**src/rtl/async_fifo_wr_ptr.sv**
```systemverilog
// Write-side pointer and flag generator for an async FIFO (src_clk domain).
// Optional almost-full flag is built when ASYNC_FIFO_ALMOST_FULL_EN is defined.
module async_fifo_wr_ptr #(
    parameter int ASIZE        = 4,
    parameter int AFULL_THRESH = (1 << ASIZE) - 2
) (
    input  logic             src_clk,
    input  logic             src_rst_n,
    input  logic             winc,
    input  logic [ASIZE:0]   wq2_rptr,
    output logic [ASIZE-1:0] waddr,
    output logic [ASIZE:0]   wptr,
    output logic             wfull,
    output logic             wovf,
    output logic             walmost_full
);

    logic [ASIZE:0] wbin_q, wbin_d;
    logic [ASIZE:0] wptr_q, wptr_d;
    logic           wfull_q, wfull_d;
    logic           wovf_q, wovf_d;
    logic           walmost_full_q, walmost_full_d;
    logic           wacc;
    logic [ASIZE:0] full_cmp;

    // Accept uses the registered full flag, so a write racing a read-pointer
    // update while full is dropped; the next one goes through.
    assign wacc     = winc & ~wfull_q;
    assign full_cmp = {~wq2_rptr[ASIZE:ASIZE-1], wq2_rptr[ASIZE-2:0]};

    always_comb begin
        wbin_d  = wbin_q + {{ASIZE{1'b0}}, wacc};
        wptr_d  = (wbin_d >> 1) ^ wbin_d;
        wfull_d = (wptr_d == full_cmp);
        wovf_d  = winc & wfull_q;
    end

`ifdef ASYNC_FIFO_ALMOST_FULL_EN
    localparam logic [ASIZE:0] AFULL_LVL = AFULL_THRESH[ASIZE:0];

    logic [ASIZE:0] rbin;
    logic [ASIZE:0] wlevel;

    always_comb begin
        rbin[ASIZE] = wq2_rptr[ASIZE];
        for (int i = ASIZE - 1; i >= 0; i--) begin
            rbin[i] = rbin[i+1] ^ wq2_rptr[i];
        end
        wlevel         = wbin_d - rbin;
        walmost_full_d = (wlevel >= AFULL_LVL);
    end
`else
    assign walmost_full_d = 1'b0;
`endif

    always_ff @(posedge src_clk or negedge src_rst_n) begin
        if (!src_rst_n) begin
            wbin_q         <= '0;
            wptr_q         <= '0;
            wfull_q        <= 1'b0;
            wovf_q         <= 1'b0;
            walmost_full_q <= 1'b0;
        end else begin
            wbin_q         <= wbin_d;
            wptr_q         <= wptr_d;
            wfull_q        <= wfull_d;
            wovf_q         <= wovf_d;
            walmost_full_q <= walmost_full_d;
        end
    end

    assign waddr        = wbin_q[ASIZE-1:0];
    assign wptr         = wptr_q;
    assign wfull        = wfull_q;
    assign wovf         = wovf_q;
    assign walmost_full = walmost_full_q;

endmodule

```
**config.mk**
```make
export PLATFORM = sky130hd
export DESIGN_NAME = async_fifo_wr_ptr
export DESIGN_NICKNAME = d
export VERILOG_FILES = /design/src/rtl/async_fifo_wr_ptr.sv
export SDC_FILE = /design/constraint.sdc
export NUM_CORES = 1
export LEC_CHECK = 0
export BUFFER_PORTS_ARGS = -buffer_cell sky130_fd_sc_hd__clkbuf_2
export CORE_AREA = 2 2 41 43
export DETAILED_ROUTE_END_ITERATION = 10
export DIE_AREA = 0 0 43 45
export SLEW_MARGIN = 15
export SYNTH_ARGS = -nofsm -noshare
export SYNTH_HDL_FRONTEND = slang
export SYNTH_SLANG_ARGS = --single-unit
```
**constraint.sdc**
```tcl
create_clock -name src_clk -period 1.7 [get_ports src_clk]
set_input_delay 0.085 -clock src_clk [delete_from_list [all_inputs] [get_ports src_clk]]
set_output_delay 0.085 -clock src_clk [all_outputs]
set_load 0.01 [all_outputs]
```
==> results of run 1 <==
[through the flow]
step | cell area [µm²] | hold WS [ns] | setup WS [ns] | power, µW | utilization, %
4_1_cts | 739 | 0.0360 | -0.165 | 1560 | 50.3
3_5_place_dp | 693 | -0.0242 | -0.156 | 1360 | 47.1
6_report | 758 | 0.0406 | -0.162 | 1570 | 51.5
2_1_floorplan | 538 | -0.211 | -0.154 | 1020 | -
3_3_place_gp | 693 | -0.0254 | -0.132 | 1340 | 47.1
5_1_grt | 758 | 0.0426 | -0.273 | 1690 | 51.5
[layout by cell type (no fill, tap or decap)]
cell / count
ha_2: 1
nand3_2: 1
xnor2_1: 3
buf_4: 7
inv_1: 1
dfrtp_1: 11
xor2_4: 1
clkbuf_4: 3
a21boi_1: 1
ha_4: 1
or3_1: 1
conb_1: 1
xor3_1: 1
dlygate4sd3_1: 1
and2_1: 1
nand3_4: 1
clkbuf_1: 1
clkbuf_2: 18
nand3_1: 2
nor2b_1: 1
xor2_1: 6
xnor2_2: 1
a221oi_2: 1
or3_4: 1
[power by group through the flow]
stage / logic, µW / clock network [µW] / registers (µW)
after floorplan: 470 / 0 / 553
after global placement: 853 / 0 / 485
after detailed placement: 870 / 0 / 488
after CTS: 889 / 184 / 488
after global routing: 983 / 194 / 515
final: 893 / 174 / 498
[routing by layer]
layer  GRT usage [%]  up-vias  part of all wire, %
li1                -      180                    -
met1            11.0      174                   40
met2            20.6       14                   51
met3            2.40        4                  5.6
met4            10.9        0                  3.1
met5               0        -                    0
[layout make-up]
type | count | area, µm² | area share (%)
inverter | 1 | 3.75 | 0.495
timing repair buffer | 26 | 153 | 20.1
tap | 16 | 20.0 | 2.64
multi-input combinational | 25 | 280 | 37.0
sequential | 11 | 275 | 36.3
clock buffer | 4 | 26.3 | 3.47
[path summary, 6_finish.rpt]
| check | start | slack, ns | to | cells past startpoint |
|---|---|---|---|---|
| worst min register to register | wbin_q[0] | 0.60 | wbin_q[0] | 1 |
| max in group asynchronous | src_rst_n | 1.25 | wbin_q[2] | 2 |
| worst min-delay path | winc | 0.04 | wovf | 2 |
| worst max-delay path | wfull | -0.16 | wfull | 7 |
| worst max register to register | wfull | -0.16 | wfull | 7 |
| min in group asynchronous | src_rst_n | 0.23 | wfull | 2 |
[state kept, by name, indices dropped and copies added, names as in the netlist]
register and flops:
wbin_q 5, wfull 1, wovf 1, wptr 4
[timing repair]
action,in CTS,in global routing
endpoints found under the setup margin,1,1
resized for setup,2,2
hold buffers,1,0
pin swaps,1,0
endpoints found under the hold margin,11,0
cloned,0,0
[logic make-up (layout without fill, tap and decap cells)]
| kind of cell | after synthesis | in the layout | share of synthesized area, % |
|---|---|---|---|
| buffers and inverters | 2 | 31 | 2.24 |
| xor gates and xnor gates | 12 | 12 | 23.9 |
| DFF | 11 | 11 | 54.7 |
| and+or+nand+nor | 8 | 8 | 8.96 |
| AOI/OAI and AO/OA | 2 | 2 | 4.48 |
| other | 1 | 1 | 0.746 |
| adders and majority gates | 2 | 2 | 4.97 |
==> flow_summary.toml, run 1 <==
[status]
outcome = "complete, but fails checks"
violations = "setup timing"

[routing]
wl_per_cell_um = 11.1
drcViolationCount = 0
wl_um = 921
ant_nets = 0
routed_via_density = 4.48
dr.pass1.iters = 1
drtIter0Drc = 0
via_count = 372

[die]
io-pin-count = 20
coreArea_mm2 = 0.00147
rows = 14
die_h_um = 45
die_w_um = 43
initial_core_util_pct = 34.2
dieArea_mm2 = 0.00194

[clocking]
clock_latency_ns = 0.27
cts_inserted_buffers = 3
clk_pin_slew_ns = 0.07
clk_path_buf_depth = 2
cts.htree.levels = 1
postCtsSetupBuffers = 0
cts-root-buf = "clkbuf_4"
cts_tree = "done"
cts.sinks = 11

[final_layout]
nNetsFinal = 78
fillers = 148
drive_gt1_share_pct = 53.7
area_delta_synth_final_pct = 50.7
final-instance-count-excl-fill = 83
num_antenna_cells = 0

[global_routing]
grt.total_usage_pct = 11.5
overflow = 0
antenna_found_initial = 0
grt_max_degree = 12
grt_pass1_vias = 376
grt_pass1_wl_um = 1500

[logic_synthesis]
ys_warn_count = 0
syn_area_per_cell_um2 = 13.2
yosys.area.top_type_share_pct = 54.7
syn-instance-count = 38
ys_ff_latch = 11
yosys.cell_types.count = 14
ys_seq_area_share_pct = 54.7
synthArstFlopShare_pct = 100
synth_ff_type = "dfrtp_1"
yosysTopAreaCell = "dfrtp_1"
yosysMostFrequentCell = "dfrtp_1"
synth_edf_count = 0
synth.top_cells.by_area = "dfrtp_1 (55%), xor2_1 (12%), xnor2_1 (7.0%)"
netlist_top_cells_count = "dfrtp_1 (11), xor2_1 (7), nand3_1 (4), xnor2_1 (4)"
synth.cell_area_um2 = 503
syn_nets = 48

[sta]
worst_slack_ns = -0.162
setup_tns_ns = -0.162
min_period_over_period_pct = 110
finalClockSkew_ns = 0.00228
setup_viol = 1
hold_viol = 0
maxSlewViolCount = 0
rsz0062_at_grt = "yes"
clock.fmax_ghz = 0.537
layout_min_cycle_time_ns = 1.86

[worst_setup_path]
arrival_ns = 2.04
path_cells = "nor2b_1 -> ha_2 -> ha_4 -> nand3_4 -> xnor2_2 -> or3_4 -> a221oi_2"
required_ns = 1.88
critPathBufInv = 0
worstSetupPathType = "flip-flop to flip-flop"
critPathMaxFanout = 3
crit_path_top_delay_cell = "or3_4"
crit_path_end_kind = "flip-flop"
worst_setup_path_start_kind = "flip-flop"
slowest_delay_ns = 0.39
cp_top_family = "simple AND/OR/NAND/NOR gates"

[placed_design]
hpwl_um = 763
io_buffers = 18
routabilityCongestion = 0.653
placedCellCount = 78

[power]
power_frac_comb_pct = 57.1
p_switching_uw = 603
power_frac_seq_pct = 31.8
cell_internal_pwr_uw = 962
p_leak_uw = 0.000370
peakVddDrop_v = 0.000782
power_density_mw_per_mm2 = 2060
switching_share_pct = 38.5
p_clk_share_pct = 11.1

[job]
cap_violations = 0

[worst_hold_path]
hp-class = "input port to flip-flop"
No activity file was read; power rests on OpenSTA's default activity.
==> run 2, diff against run 1 <==
--- a/config.mk
+++ b/config.mk
@@ -5,10 +5,11 @@
 export SDC_FILE = /design/constraint.sdc
 export NUM_CORES = 1
 export LEC_CHECK = 0
+export ABC_AREA = 1
 export BUFFER_PORTS_ARGS = -buffer_cell sky130_fd_sc_hd__clkbuf_2
-export CORE_AREA = 2 2 41 43
+export CORE_AREA = 2 2 45 47
 export DETAILED_ROUTE_END_ITERATION = 10
-export DIE_AREA = 0 0 43 45
+export DIE_AREA = 0 0 47 49
 export SLEW_MARGIN = 15
 export SYNTH_ARGS = -nofsm -noshare
 export SYNTH_HDL_FRONTEND = slang
==> run 2 against run 1 <==
Effect of this change: the run now ends clean; area after synthesis up 22%; synthesized cell count up 120%; clock power about the same; critical path type unchanged; highest routed layer unchanged.
==> flow_summary.toml, run 2 <==
[sta]
clock.fmax_ghz = 0.623
layout_min_cycle_time_ns = 1.61
setup_viol = 0
hold_viol = 0
maxSlewViolCount = 0
min_period_over_period_pct = 94.4
setup_tns_ns = 0
rsz0062_at_grt = "yes"
finalClockSkew_ns = 0.00431

[worst_setup_path]
arrival_ns = 1.80
worstSetupPathType = "flip-flop to flip-flop"
critPathMaxFanout = 6
required_ns = 1.89
worst_setup_path_start_kind = "flip-flop"
crit_path_end_kind = "flip-flop"

[routing]
wl_met2_um = 666
drtIter0Drc = 5
dr.pass1.iters = 4
drcViolationCount = 0
routed_via_density = 4.38
wl_met1_um = 503
wl_per_cell_um = 9.42
wl_met3_um = 59
via_count = 591
wl_um = 1270
topRoutingLayerUsed = "met4"
ant_nets = 0

[logic_synthesis]
synth.top_cells.by_area = "dfrtp_1 (45%), nand2_1 (20%), nand3_1 (7.3%)"
synthArstFlopShare_pct = 100
yosysMostFrequentCell = "nand2_1"
yosysTopAreaCell = "dfrtp_1"
syn_area_per_cell_um2 = 7.42
syn-instance-count = 83
ys_ff_latch = 11
yosys.area.top_type_share_pct = 44.7
ys_warn_count = 0
synth_ff_type = "dfrtp_1"
synth_edf_count = 0
synth.cell_area_um2 = 616
netlist_top_cells_count = "nand2_1 (33), dfrtp_1 (11), inv_1 (10)"
yosys.cell_types.count = 13
ys_seq_area_share_pct = 44.7
syn_nets = 93

[power]
p_leak_uw = 0.000476
cell_internal_pwr_uw = 923
totalPowerFinal_uw = 1730
power_frac_seq_pct = 29.8
peakVddDrop_v = 0.000663
p_switching_uw = 810
power_frac_comb_pct = 60.3
switching_share_pct = 46.7
power_density_mw_per_mm2 = 1980
p_clk_share_pct = 9.9

[placed_design]
hpwl_um = 979
routabilityCongestion = 0.798
io_buffers = 18

[global_routing]
grt_max_degree = 12
grt_pass1_wl_um = 1970
antenna_found_initial = 0
grt.total_usage_pct = 12.1
overflow = 0
grt_pass1_vias = 478

[die]
dieArea_mm2 = 0.00230
rows = 16
die_w_um = 47
coreArea_mm2 = 0.00184
io-pin-count = 20
initial_core_util_pct = 33.4
die_h_um = 49

[worst_hold_path]
hp-class = "input port to flip-flop"

[final_layout]
final_cell_mix = "nand2_1 (20), clkbuf_2 (18), nand2_2 (16), dfrtp_1 (11), inv_1 (9)"
largest_register_ffs = 5
largest-register = "wbin_q"
final_common_cell = "nand2_1"
nNetsFinal = 119
drive_gt1_share_pct = 46.3
area_delta_synth_final_pct = 42.5
num_antenna_cells = 0

[clocking]
clk_pin_slew_ns = 0.06
cts-root-buf = "clkbuf_4"
clk_path_buf_depth = 2
clock_latency_ns = 0.26
cts.htree.levels = 1
cts.sinks = 11
cts_tree = "done"
cts_inserted_buffers = 3

[status]
outcome = "finished, final reports clean"

[job]
cap_violations = 0
run 2: path summary, 6_finish.rpt:
check                       endpoint       from  slack, ns  depth (start not counted)
min in group asynchronous  wbin_q[3]  src_rst_n       0.23                          2
hold / removal                  wovf       winc       0.02                          3
hold reg to reg                 wovf      wfull       0.56                          3
max in group asynchronous    wptr[0]  src_rst_n       1.25                          2
setup / recovery               wfull      wfull       0.09                         11
setup reg to reg               wfull      wfull       0.09                         11
run 2: timing repair:
item / in CTS / in global routing
cloned: 0 / 0
buffers inserted: 2 / 0
pin swaps: 2 / 16
resized for setup: 3 / 22
setup endpoints to repair: 1 / 1
endpoints found under the hold margin: 11 / 0
hold buffers: 1 / 0
run 2: critical path, stage by stage (launching register included):
cell and delay [ns]:
dfrtp_1 0.38, nor2_1 0.12, ha_2 0.22, ha_4 0.19, nand3_4 0.08, nand2_2 0.10
nand2_2 0.06, nand2_1 0.06, nand3_1 0.06, nor2_1 0.10, nand2_1 0.06, nor2_1 0.10
run 2: metrics by stage:
step	cells	hold WS [ns]	setup slack [ns]	utilization (%)	area (µm²)
detailed placement	129	-0.0244	-0.0169	40.4	743
finish	135	0.0235	0.0948	47.6	877
global route	135	0.0258	-0.0720	47.6	877
CTS	136	0.0108	0.00820	43.4	800
floorplan	83	-0.211	0.0739	-	616
global placement	129	-0.0263	-0.00759	40.4	743
run 2: cells by family after synthesis:
logic type / Yosys count / share of synthesized area (%)
AND/OR/NAND/NOR: 56 / 40.9
buffers and inverters: 13 / 9.76
flip-flops: 11 / 44.7
adder cells (fa/ha/maj): 2 / 4.06
other: 1 / 0.609
run 2: routing by layer:
layer | global-route usage [%] | vias to the layer above
met3 | 1.11 | 4
met1 | 15.2 | 267
met2 | 18.0 | 15
met5 | 0 | -
met4 | 9.72 | 0
li1 | - | 305
run 2: cell type report:
type	count	area (µm²)
Inverter	11	43.8
Fill cell	193	965
Sequential cell	11	275
Timing Repair Buffer	23	130
Clock buffer	4	26.3
Tap cell	27	33.8
Multi-Input combinational cell	59	368
run 2: power by group through the flow:
stage | registers, µW | logic (µW) | clock network, µW
2_1_floorplan | 513 | 531 | 0
3_3_place_gp | 483 | 849 | 0
3_5_place_dp | 486 | 859 | 0
4_1_cts | 480 | 898 | 181
5_1_grt | 534 | 1180 | 198
6_report | 516 | 1040 | 172
